$ cat src/rtl/hazard_pkg.sv
// Shared encodings for the pipeline hazard controller: forwarding select
// codes, branch-squash FSM state encoding and register index width.
package hazard_pkg;

  localparam int REG_W = 5;
  localparam int CNT_W = 32;

  localparam logic [1:0] FWD_RF  = 2'b00;
  localparam logic [1:0] FWD_WB  = 2'b01;
  localparam logic [1:0] FWD_MEM = 2'b10;

  typedef enum logic [1:0] {
    IDLE = 2'b00,
    SH1  = 2'b01,
    SH2  = 2'b10
  } br_state_t;

endpackage

$ cat src/rtl/hazard_fwd_sel.sv
// One operand's forwarding select. The memory stage holds the younger
// result, so it wins over writeback when both name the same register.
// Register x0 is hardwired to zero and is never a forwarding source.
module hazard_fwd_sel
  import hazard_pkg::*;
(
  input  logic [REG_W-1:0] rs_E,
  input  logic [REG_W-1:0] rd_M,
  input  logic             regwrt_M,
  input  logic [REG_W-1:0] rd_W,
  input  logic             regwrt_W,
  output logic [1:0]       frwd
);

  // Priority select: memory stage, then writeback, else register file.
  always_comb begin
    frwd = FWD_RF;
    if (regwrt_M && (rd_M == rs_E) && (rd_M != '0)) begin
      frwd = FWD_MEM;
    end else if (regwrt_W && (rd_W == rs_E) && (rd_W != '0)) begin
      frwd = FWD_WB;
    end
  end

endmodule

$ cat src/rtl/hazard_ctrl.sv
// Pipeline hazard controller: forwarding selects, load-use stall and the
// two-slot wrong-path squash after a taken branch.
// Optional feature macro: HAZARD_PERF_CNT_EN builds saturating stall/flush
// event counters; without it stall_cnt/flush_cnt read as zero.
//
// state | meaning
// IDLE  | no squash in progress, taken branches are honoured
// SH1   | first wrong-path slot after a taken branch, PC_Exmux ignored
// SH2   | second wrong-path slot, PC_Exmux ignored
module hazard_ctrl
  import hazard_pkg::*;
(
  input  logic             clk,
  input  logic             rst,
  input  logic [REG_W-1:0] rs1_D,
  input  logic [REG_W-1:0] rs2_D,
  input  logic [REG_W-1:0] rs1_E,
  input  logic [REG_W-1:0] rs2_E,
  input  logic [REG_W-1:0] RD_E,
  input  logic             resultctrl_E,
  input  logic [REG_W-1:0] RD_M,
  input  logic             regwrt_M,
  input  logic [REG_W-1:0] RD_W,
  input  logic             regwrt_W,
  input  logic             PC_Exmux,
  output logic [1:0]       FrwdA_E,
  output logic [1:0]       FrwdB_E,
  output logic             stall_F,
  output logic             stall_D,
  output logic             flush_D,
  output logic             flush_E,
  output logic             shadow,
  output logic [CNT_W-1:0] stall_cnt,
  output logic [CNT_W-1:0] flush_cnt
);

  br_state_t  r_state;
  br_state_t  w_state_nxt;
  logic [1:0] w_frwd_a;
  logic [1:0] w_frwd_b;
  logic       w_lw_stall;
  logic       w_br_eff;

  hazard_fwd_sel u_fwd_a (
    .rs_E     (rs1_E),
    .rd_M     (RD_M),
    .regwrt_M (regwrt_M),
    .rd_W     (RD_W),
    .regwrt_W (regwrt_W),
    .frwd     (w_frwd_a)
  );

  hazard_fwd_sel u_fwd_b (
    .rs_E     (rs2_E),
    .rd_M     (RD_M),
    .regwrt_M (regwrt_M),
    .rd_W     (RD_W),
    .regwrt_W (regwrt_W),
    .frwd     (w_frwd_b)
  );

  assign w_lw_stall = resultctrl_E && (RD_E != '0) &&
                      ((RD_E == rs1_D) || (RD_E == rs2_D));
  // A branch is honoured only outside the squash window; inside it the
  // branch instruction itself is wrong-path.
  assign w_br_eff   = rst && PC_Exmux && (r_state == IDLE);

  // Branch-squash state register, cleared asynchronously.
  always_ff @(posedge clk or negedge rst) begin
    if (!rst) begin
      r_state <= IDLE;
    end else begin
      r_state <= w_state_nxt;
    end
  end

  // Next-state: a taken branch opens a fixed two-slot squash window.
  always_comb begin
    w_state_nxt = IDLE;
    case (r_state)
      IDLE:    w_state_nxt = w_br_eff ? SH1 : IDLE;
      SH1:     w_state_nxt = SH2;
      SH2:     w_state_nxt = IDLE;
      default: w_state_nxt = IDLE;
    endcase
  end

  // Outputs: all forced low during reset; a taken branch overrides the
  // load-use stall because the dependent consumer is being squashed.
  always_comb begin
    FrwdA_E = FWD_RF;
    FrwdB_E = FWD_RF;
    stall_F = 1'b0;
    stall_D = 1'b0;
    flush_D = 1'b0;
    flush_E = 1'b0;
    shadow  = 1'b0;
    if (rst) begin
      FrwdA_E = w_frwd_a;
      FrwdB_E = w_frwd_b;
      stall_F = w_lw_stall && !w_br_eff;
      stall_D = w_lw_stall && !w_br_eff;
      flush_D = w_br_eff;
      flush_E = w_br_eff || w_lw_stall;
      shadow  = (r_state != IDLE);
    end
  end

`ifdef HAZARD_PERF_CNT_EN
  logic [CNT_W-1:0] r_stall_cnt;
  logic [CNT_W-1:0] r_flush_cnt;

  // Saturating event counters for stalled fetch cycles and honoured branches.
  always_ff @(posedge clk or negedge rst) begin
    if (!rst) begin
      r_stall_cnt <= '0;
      r_flush_cnt <= '0;
    end else begin
      if (stall_F && (r_stall_cnt != '1)) begin
        r_stall_cnt <= r_stall_cnt + 32'd1;
      end
      if (w_br_eff && (r_flush_cnt != '1)) begin
        r_flush_cnt <= r_flush_cnt + 32'd1;
      end
    end
  end

  assign stall_cnt = r_stall_cnt;
  assign flush_cnt = r_flush_cnt;
`else
  assign stall_cnt = '0;
  assign flush_cnt = '0;
`endif

endmodule

$ cat config.mk
export PLATFORM = sky130hd
export DESIGN_NAME = hazard_ctrl
export DESIGN_NICKNAME = d
export VERILOG_FILES = /design/src/rtl/hazard_pkg.sv /design/src/rtl/hazard_fwd_sel.sv /design/src/rtl/hazard_ctrl.sv
export SDC_FILE = /design/constraint.sdc
export NUM_CORES = 1
export LEC_CHECK = 0
export CORE_MARGIN = 2
export CORE_UTILIZATION = 30
export CTS_BUF_LIST = sky130_fd_sc_hd__clkbuf_2 sky130_fd_sc_hd__clkbuf_4 sky130_fd_sc_hd__clkbuf_8
export DETAILED_ROUTE_END_ITERATION = 8
export PLACE_DENSITY = 0.88
export SLEW_MARGIN = 25
export SYNTH_ARGS = -nofsm -noshare
export SYNTH_HDL_FRONTEND = slang
export SYNTH_SLANG_ARGS = --single-unit
$ cat constraint.sdc
create_clock -name clk -period 1.9 [get_ports clk]
set_input_delay 0.19 -clock clk [delete_from_list [all_inputs] [get_ports clk]]
set_output_delay 0.19 -clock clk [all_outputs]
set_load 0.02 [all_outputs]
After elaboration in Yosys (flattened, before gate mapping)
Cells that the tools add are included. Widths: inputs -> output; s select.

Flip-flop bits (word level): 2. Input port bits: 41. Output and inout port bits: 73.

Equality and inequality tests: 7. Muxes and demuxes: 12. Reduce and logical (&&, ||, !) cells: 21.

Operators with widths (count): $eq 5x5->1 (6); $reduce_bool 5->1 (3); $logic_and 1x1->1 (13); $mux 2 (4); $mux 1 (7); $pmux 2 s2 (1); $eq 2x1->1 const B (1); $logic_not 2->1 (1); $logic_or 1x1->1 (2); $reduce_bool 2->1 (1); $logic_not 1->1 (1).

Logic depth before layout (Yosys ltp)
Gate-level depths: netlist (run 1).

Depth in word-level cells: 6. Depth in mapped cells: 5. Gate-level depth less buffers: 4.

Cells and area by module
From an unflattened synthesis (run 1), not the netlist that was laid out.

Cells, all modules: 136. Area, all modules: 1049.8 um^2.

By module, submodules not included: hazard_ctrl (instances 1, cells each 96, area an instance 747.0 um^2); hazard_fwd_sel (instances 2, cells each 20, area an instance 151.4 um^2).

Worst setup path after synthesis (run 1)
OpenSTA, ideal clock, no wires.

Path type: input to output. From: input port RD_M[1]. To: output port FrwdA_E[0]. Data arrival time: 1.455 ns. Slack: 0.255 ns. Cell stages on the path: 4. Cells stage by stage: or4_1 -> o21ai_1 -> nor4_1 -> nor4_2.

Longest elaborated chain between the ends: 5.

Ends and longest elaborated chain: start: declaration (RTL line hazard_ctrl.sv:21) `input logic [REG_W-1:0] RD_M,`; $eq 5x5->1 (RTL line hazard_fwd_sel.sv:18) `if (regwrt_M && (rd_M == rs_E) && (rd_M != '0)) begin`; $logic_and 1x1->1 (RTL line hazard_fwd_sel.sv:18); $logic_and 1x1->1 (*) (RTL line hazard_fwd_sel.sv:18); $mux 2 (*) (RTL line hazard_fwd_sel.sv:18); $mux 2 (*) (RTL line hazard_ctrl.sv:98) `if (rst) begin`; end: declaration (RTL line hazard_ctrl.sv:26) `output logic [1:0] FrwdA_E,`.

Every way passes the cells marked *; elsewhere a longest branch is shown, timed or not.

Final worst setup path (run 1)
From: input port RD_M[2]. To: output port FrwdB_E[0].

Longest elaborated chain between the ends: 5.

Ends and longest elaborated chain: $eq 5x5->1 (RTL line hazard_fwd_sel.sv:18); $logic_and 1x1->1 (RTL line hazard_fwd_sel.sv:18); $logic_and 1x1->1 (*) (RTL line hazard_fwd_sel.sv:18); $mux 2 (*) (RTL line hazard_fwd_sel.sv:18); $mux 2 (*) (RTL line hazard_ctrl.sv:98); end: declaration (RTL line hazard_ctrl.sv:27) `output logic [1:0] FrwdB_E,`.

Marked as above.

==> results.txt, run 1 <==
Pre-CTS WS -> -688 ps
Unrepaired setup endpoints after global routing -> no
Crit-path cells -> clkdlybuf4s15_1, or4_4, o21ai_4, nor4_4, nor4_2, buf_4
Clk_lat worst skew -> 230 ps
Pwr dens -> 340 nW/um^2
Core ar. -> 3100 um^2
Leading area contributor after synthesis -> buf_4
Synth Warn # -> 0
H-tree depth -> 1
Final instance area -> 1400 um^2
Clock buffer count from CTS -> 3
Post-route DRC violation count -> 0
Synth Cell Area -> 990 um^2
Setup Skew -> 4.61 ps
Final Net Count -> 230
Register area share after synthesis -> 5.06%
Initial antenna violation count -> 0
I/O pins -> 114
Biggest regs -> r_state x2
Worst-path clk slew -> 30 ps
TNS Setup -> 0 ps
Mapped Cells -> 126
Max reg flops -> 2
I/O Buffers -> 49
Outcome -> complete, no violations
Filler cells -> 333
Root Driver -> clkbuf_4
Worst path slowest cell -> or4_4
Routed WL per cell -> 10.3 um
Crit-path max cell delay -> 530 ps
ANT nets after route -> 0
DIE HEIGHT -> 61.4 um
Async SR Flop Fraction -> 100%
GRT met3 Usage -> 4.62%
Global route hottest layer -> met2
Fmax -> 0.545 GHz
Fin cells -> 231
Fin crit share -> 96.5%
Avg Cell Area, Syn -> 7.85 um^2
Clk buf depth -> 2
N_diodes -> 0
Max Cap Viol -> 0
Detailed Place HPWL -> 2090 um
First-pass GRT wire length -> 3220 um
Setup bufs post-CTS -> 0
#FFs+latches synth -> 2
Vias per inst -> 3.66
Initial Utilization -> 31.9%
Vias in the first global route -> 758
Post-synth top cells -> buf_4 (65), xor2_1 (24), xnor2_1 (6)
Final min period -> 1830 ps
Die width -> 61.4 um
VDD IR-drop max -> 241 uV
Worst Setup End Kind -> primary output
Post-placement cell area -> 1370 um^2
Fraction of layout cells with a size suffix above 1 -> 17.1%
DRT iter0 DRCs -> 51
Synth area leaders -> buf_4 (49%), xor2_1 (21%), xnor2_1 (5.3%), dfrtp_1 (5.1%), or4_1 (3.8%)
WP buf/inv -> 2
Leakage -> 0.691 nW
WHS -> 55.7 ps
Largest fanout on the critical path -> 2
Critical Path AT -> 1640 ps
Total clock sinks -> 2
Total die area -> 3770 um^2
Final hold violations -> 0
Crit start category -> input pin
Final max-slew violation count -> 0
Top delay family on crit path -> simple AND/OR/NAND/NOR gates
Final GP Congestion -> 0.804
Worst EP required -> 1710 ps
Placement row count -> 20
Synth-to-layout area growth -> 41.2%
R2R Setup Slk -> 1010 ps
GRT Overall Usage -> 11.8%
Largest net degree at the start of global routing -> 8
Grt ovf -> 0
CTS Hold Buffers Added -> 0
DR vias -> 846
Synth top area share -> 49.3%
CTS tree -> done
Most numerous cell in the Yosys netlist -> buf_4
Met2 usage -> 23.9%
Endpoints failing setup -> 0
Synth Flop Type -> dfrtp_1
Cell total after placement -> 229
Setup CP Type -> in -> out
Hold Crit Class -> in -> async
Met1 Usage GRT -> 11.0%
Largest Register -> r_state
DRT Wirelength -> 2380 um
Drt first pass iters -> 2
Post-synth cell types -> 19
Final WS setup -> 66.2 ps
Number of flops mapped to enable cells by yosys -> 0
## cells in the final DEF, fill, tap and decap left out, types with 3 or more instances in the layout
| master | count |
|---|---|
| dlygate4sd2_1 | 14 |
| xor2_1 | 24 |
| clkbuf_4 | 3 |
| clkdlybuf4s15_1 | 3 |
| buf_2 | 5 |
| or4_1 | 3 |
| nor3_1 | 4 |
| xnor2_1 | 6 |
| clkdlybuf4s50_1 | 24 |
| conb_1 | 64 |
| buf_4 | 11 |
## worst paths after layout
path / start / to / cells past startpoint
setup / recovery: RD_M[2] / FrwdB_E[0] / 6
hold / removal: rst / r_state[0]$_DFF_PN0_ / 2
setup reg to reg: r_state[0]$_DFF_PN0_ / r_state[0]$_DFF_PN0_ / 1
hold reg to reg: r_state[1]$_DFF_PN0_ / r_state[1]$_DFF_PN0_ / 1
max in group asynchronous: rst / r_state[1]$_DFF_PN0_ / 2
min in group clk: r_state[1]$_DFF_PN0_ / r_state[1]$_DFF_PN0_ / 1
## per-stage QoR
step	util, %	power, W
CTS	44.6	0.000477
finish	45.0	0.000475
floorplan	-	0.000329
detailed placement	44.3	0.000376
global route	45.0	0.000514
global placement	44.3	0.000370
## final cells by class
class                           count  area (um^2)  area share [%]
Clock buffer                        3         22.5            1.61
Multi-Input combinational cell    122          742            53.1
Sequential cell                     2         50.0            3.58
Tap cell                           44         55.1            3.94
Timing Repair Buffer               60          528            37.8
## timing repair
action,in CTS,in global routing
pin swaps,9,7
gates resized for setup,61,7
endpoints found under the hold margin,0,0
endpoints found under the setup margin,8,3
## cells by family after synthesis
kind of cell | count (synthesis) | synth area share, %
buf+inv | 65 | 49.3
compound gates | 6 | 4.30
flops | 2 | 5.06
other cells | 1 | 0.379
simple gates | 22 | 14.4
xor+xnor | 30 | 26.5
## per-layer routing
| layer | share of wire (%) | routed length (um) |
|---|---|---|
| met1 | 30 | 723 |
| met2 | 58 | 1380 |
| met3 | 12 | 278 |
| met4 | 0 | 0 |
| met5 | 0 | 0 |
## where the power goes
part / switching, W / internal, W / total [W]
clock network: 0.0000282 / 0.0000701 / 0.0000983
registers: 0.00000243 / 0.0000456 / 0.0000480
logic: 0.000205 / 0.000124 / 0.000329
total: 0.000235 / 0.000239 / 0.000475
Note: power is estimated with default switching activity, not from simulation.
==> run 2: changes to the inputs <==
--- a/config.mk
+++ b/config.mk
@@ -5,6 +5,7 @@
 export SDC_FILE = /design/constraint.sdc
 export NUM_CORES = 1
 export LEC_CHECK = 0
+export CORE_ASPECT_RATIO = 2
 export CORE_MARGIN = 2
 export CORE_UTILIZATION = 30
 export CTS_BUF_LIST = sky130_fd_sc_hd__clkbuf_2 sky130_fd_sc_hd__clkbuf_4 sky130_fd_sc_hd__clkbuf_8
==> run 2 against run 1 <==
  * Non-clock buffer count rose by 8
  * Final area grew 8.4%
  * Combinational power rose by 7.6%
  * Critical endpoint unchanged
  * Largest cell class unchanged
==> results.txt, run 2 (synthesis gave the netlist of run 1 again) <==
Combinational share of power -> 62.6%
Hold Crit Class -> in -> reg
DIE HEIGHT -> 85.2 um
GRT Overall Usage -> 13.9%
Worst EP required -> 1710 ps
Vias in the first global route -> 918
DR vias -> 948
Fmax -> 0.540 GHz
Max reg flops -> 2
Psw -> 0.000251 W
Clk buf depth -> 2
Leakage -> 0.803 nW
Worst-path clk slew -> 30 ps
Crit start category -> input pin
Initial antenna violation count -> 0
Outcome -> complete, no violations
I/O pins -> 114
Final Net Count -> 238
Clk_lat worst skew -> 200 ps
Endpoints failing setup -> 0
Final WS setup -> 47.9 ps
Root Driver -> clkbuf_8
Largest Register -> r_state
Total clock sinks -> 2
Initial Utilization -> 31.4%
Setup Skew -> 0.398 ps
Clock buffer count from CTS -> 3
Final hold violations -> 0
Flop pwr share -> 8.6%
Total die area -> 3800 um^2
N_diodes -> 0
Worst Setup End Kind -> primary output
Die width -> 44.6 um
Final min period -> 1850 ps
Vias per inst -> 4.19
Biggest regs -> r_state x2
VDD IR-drop max -> 528 uV
Post-route DRC violation count -> 0
Drt first pass iters -> 2
Routed WL per cell -> 12.5 um
Max Cap Viol -> 0
Fraction of layout cells with a size suffix above 1 -> 22.1%
Most frequent cells in the layout -> conb_1 (64), xor2_1 (24), buf_4 (20)
Setup CP Type -> in -> out
Synth-to-layout area growth -> 53.1%
Grt ovf -> 0
Filler cells -> 307
Switching share of power -> 44.3%
Largest net degree at the start of global routing -> 8
Detailed Place HPWL -> 2360 um
Final GP Congestion -> 0.762
Pwr dens -> 373 nW/um^2
First-pass GRT wire length -> 3820 um
CTS tree -> done
ANT nets after route -> 0
Clock Power Share -> 28.8%
DRT Wirelength -> 2820 um
Most common cell after layout, fill and taps aside -> conb_1
Core ar. -> 3160 um^2
FF+latch area -> 50.0 um^2
Largest fanout on the critical path -> 2
Fin crit share -> 97.5%
Final max-slew violation count -> 0
Multi-input logic area -> 769 um^2
Pre-CTS WS -> -717 ps
DRT iter0 DRCs -> 5
Critical Path AT -> 1660 ps
Power Internal -> 0.000315 W
WHS -> 497 ps
I/O Buffers -> 49
H-tree depth -> 1
Placement row count -> 29
run 2: power groups by stage:
stage	sequential [W]	combinational [W]	clock [W]
6_report	0.0000487	0.000354	0.000163
5_1_grt	0.0000491	0.000380	0.000173
4_1_cts	0.0000487	0.000337	0.000166
3_5_place_dp	0.0000487	0.000335	0
3_3_place_gp	0.0000483	0.000330	0
2_1_floorplan	0.0000481	0.000281	0
run 2: final timing paths:
check / startpoint / endpoint / slack (ps) / cells after the start
worst max-delay path: RD_M[1] / FrwdB_E[0] / 50 / 7
worst min-delay path: rst / r_state[0]$_DFF_PN0_ / 500 / 4
worst max register to register: r_state[0]$_DFF_PN0_ / r_state[0]$_DFF_PN0_ / 1060 / 1
worst min register to register: r_state[1]$_DFF_PN0_ / r_state[1]$_DFF_PN0_ / 500 / 1
max in group asynchronous: rst / r_state[0]$_DFF_PN0_ / 1250 / 3
min in group asynchronous: rst / r_state[1]$_DFF_PN0_ / 520 / 3
run 2: routing by layer:
layer,vias to the layer above,GRT usage [%],share of wire [%]
li1,422,-,-
met4,0,8.82,5.7
met1,420,8.40,20
met3,10,4.68,16
met5,-,0,0
met2,96,29.0,58
run 2: cell type report:
class | instances | area share [%]
Timing Repair Buffer | 68 | 40.6
Sequential cell | 2 | 3.30
Clock buffer | 3 | 2.73
Tap cell | 31 | 2.56
Multi-Input combinational cell | 122 | 50.8
run 2: repair_timing:
| action | in CTS | in global routing |
|---|---|---|
| resized for setup | 61 | 25 |
| hold buffers | 0 | 1 |
| setup endpoints to repair | 7 | 5 |
| endpoints found under the hold margin | 0 | 2 |
| buffers inserted | 2 | 2 |
| pin swaps | 7 | 11 |
run 2: metrics by stage:
step                      instances  TNS [ps]  util [%]  total power (W)  cell area [um^2]
final                           226         0      48.0         0.000566              1520
after global routing            226     -26.3      48.0         0.000603              1520
after CTS                       223     -4.33      45.4         0.000551              1430
after detailed placement        218     -3910      43.5         0.000384              1370
after global placement          218     -3800      43.5         0.000378              1370
after floorplan                 189         0         -         0.000329              1230
run 2: worst max-delay path, stage by stage:
cell	delay (ps)
clkdlybuf4s15_1	210
or4_4	500
o21ai_4	160
buf_6	120
nor4_4	40
nor4_4	260
buf_4	180
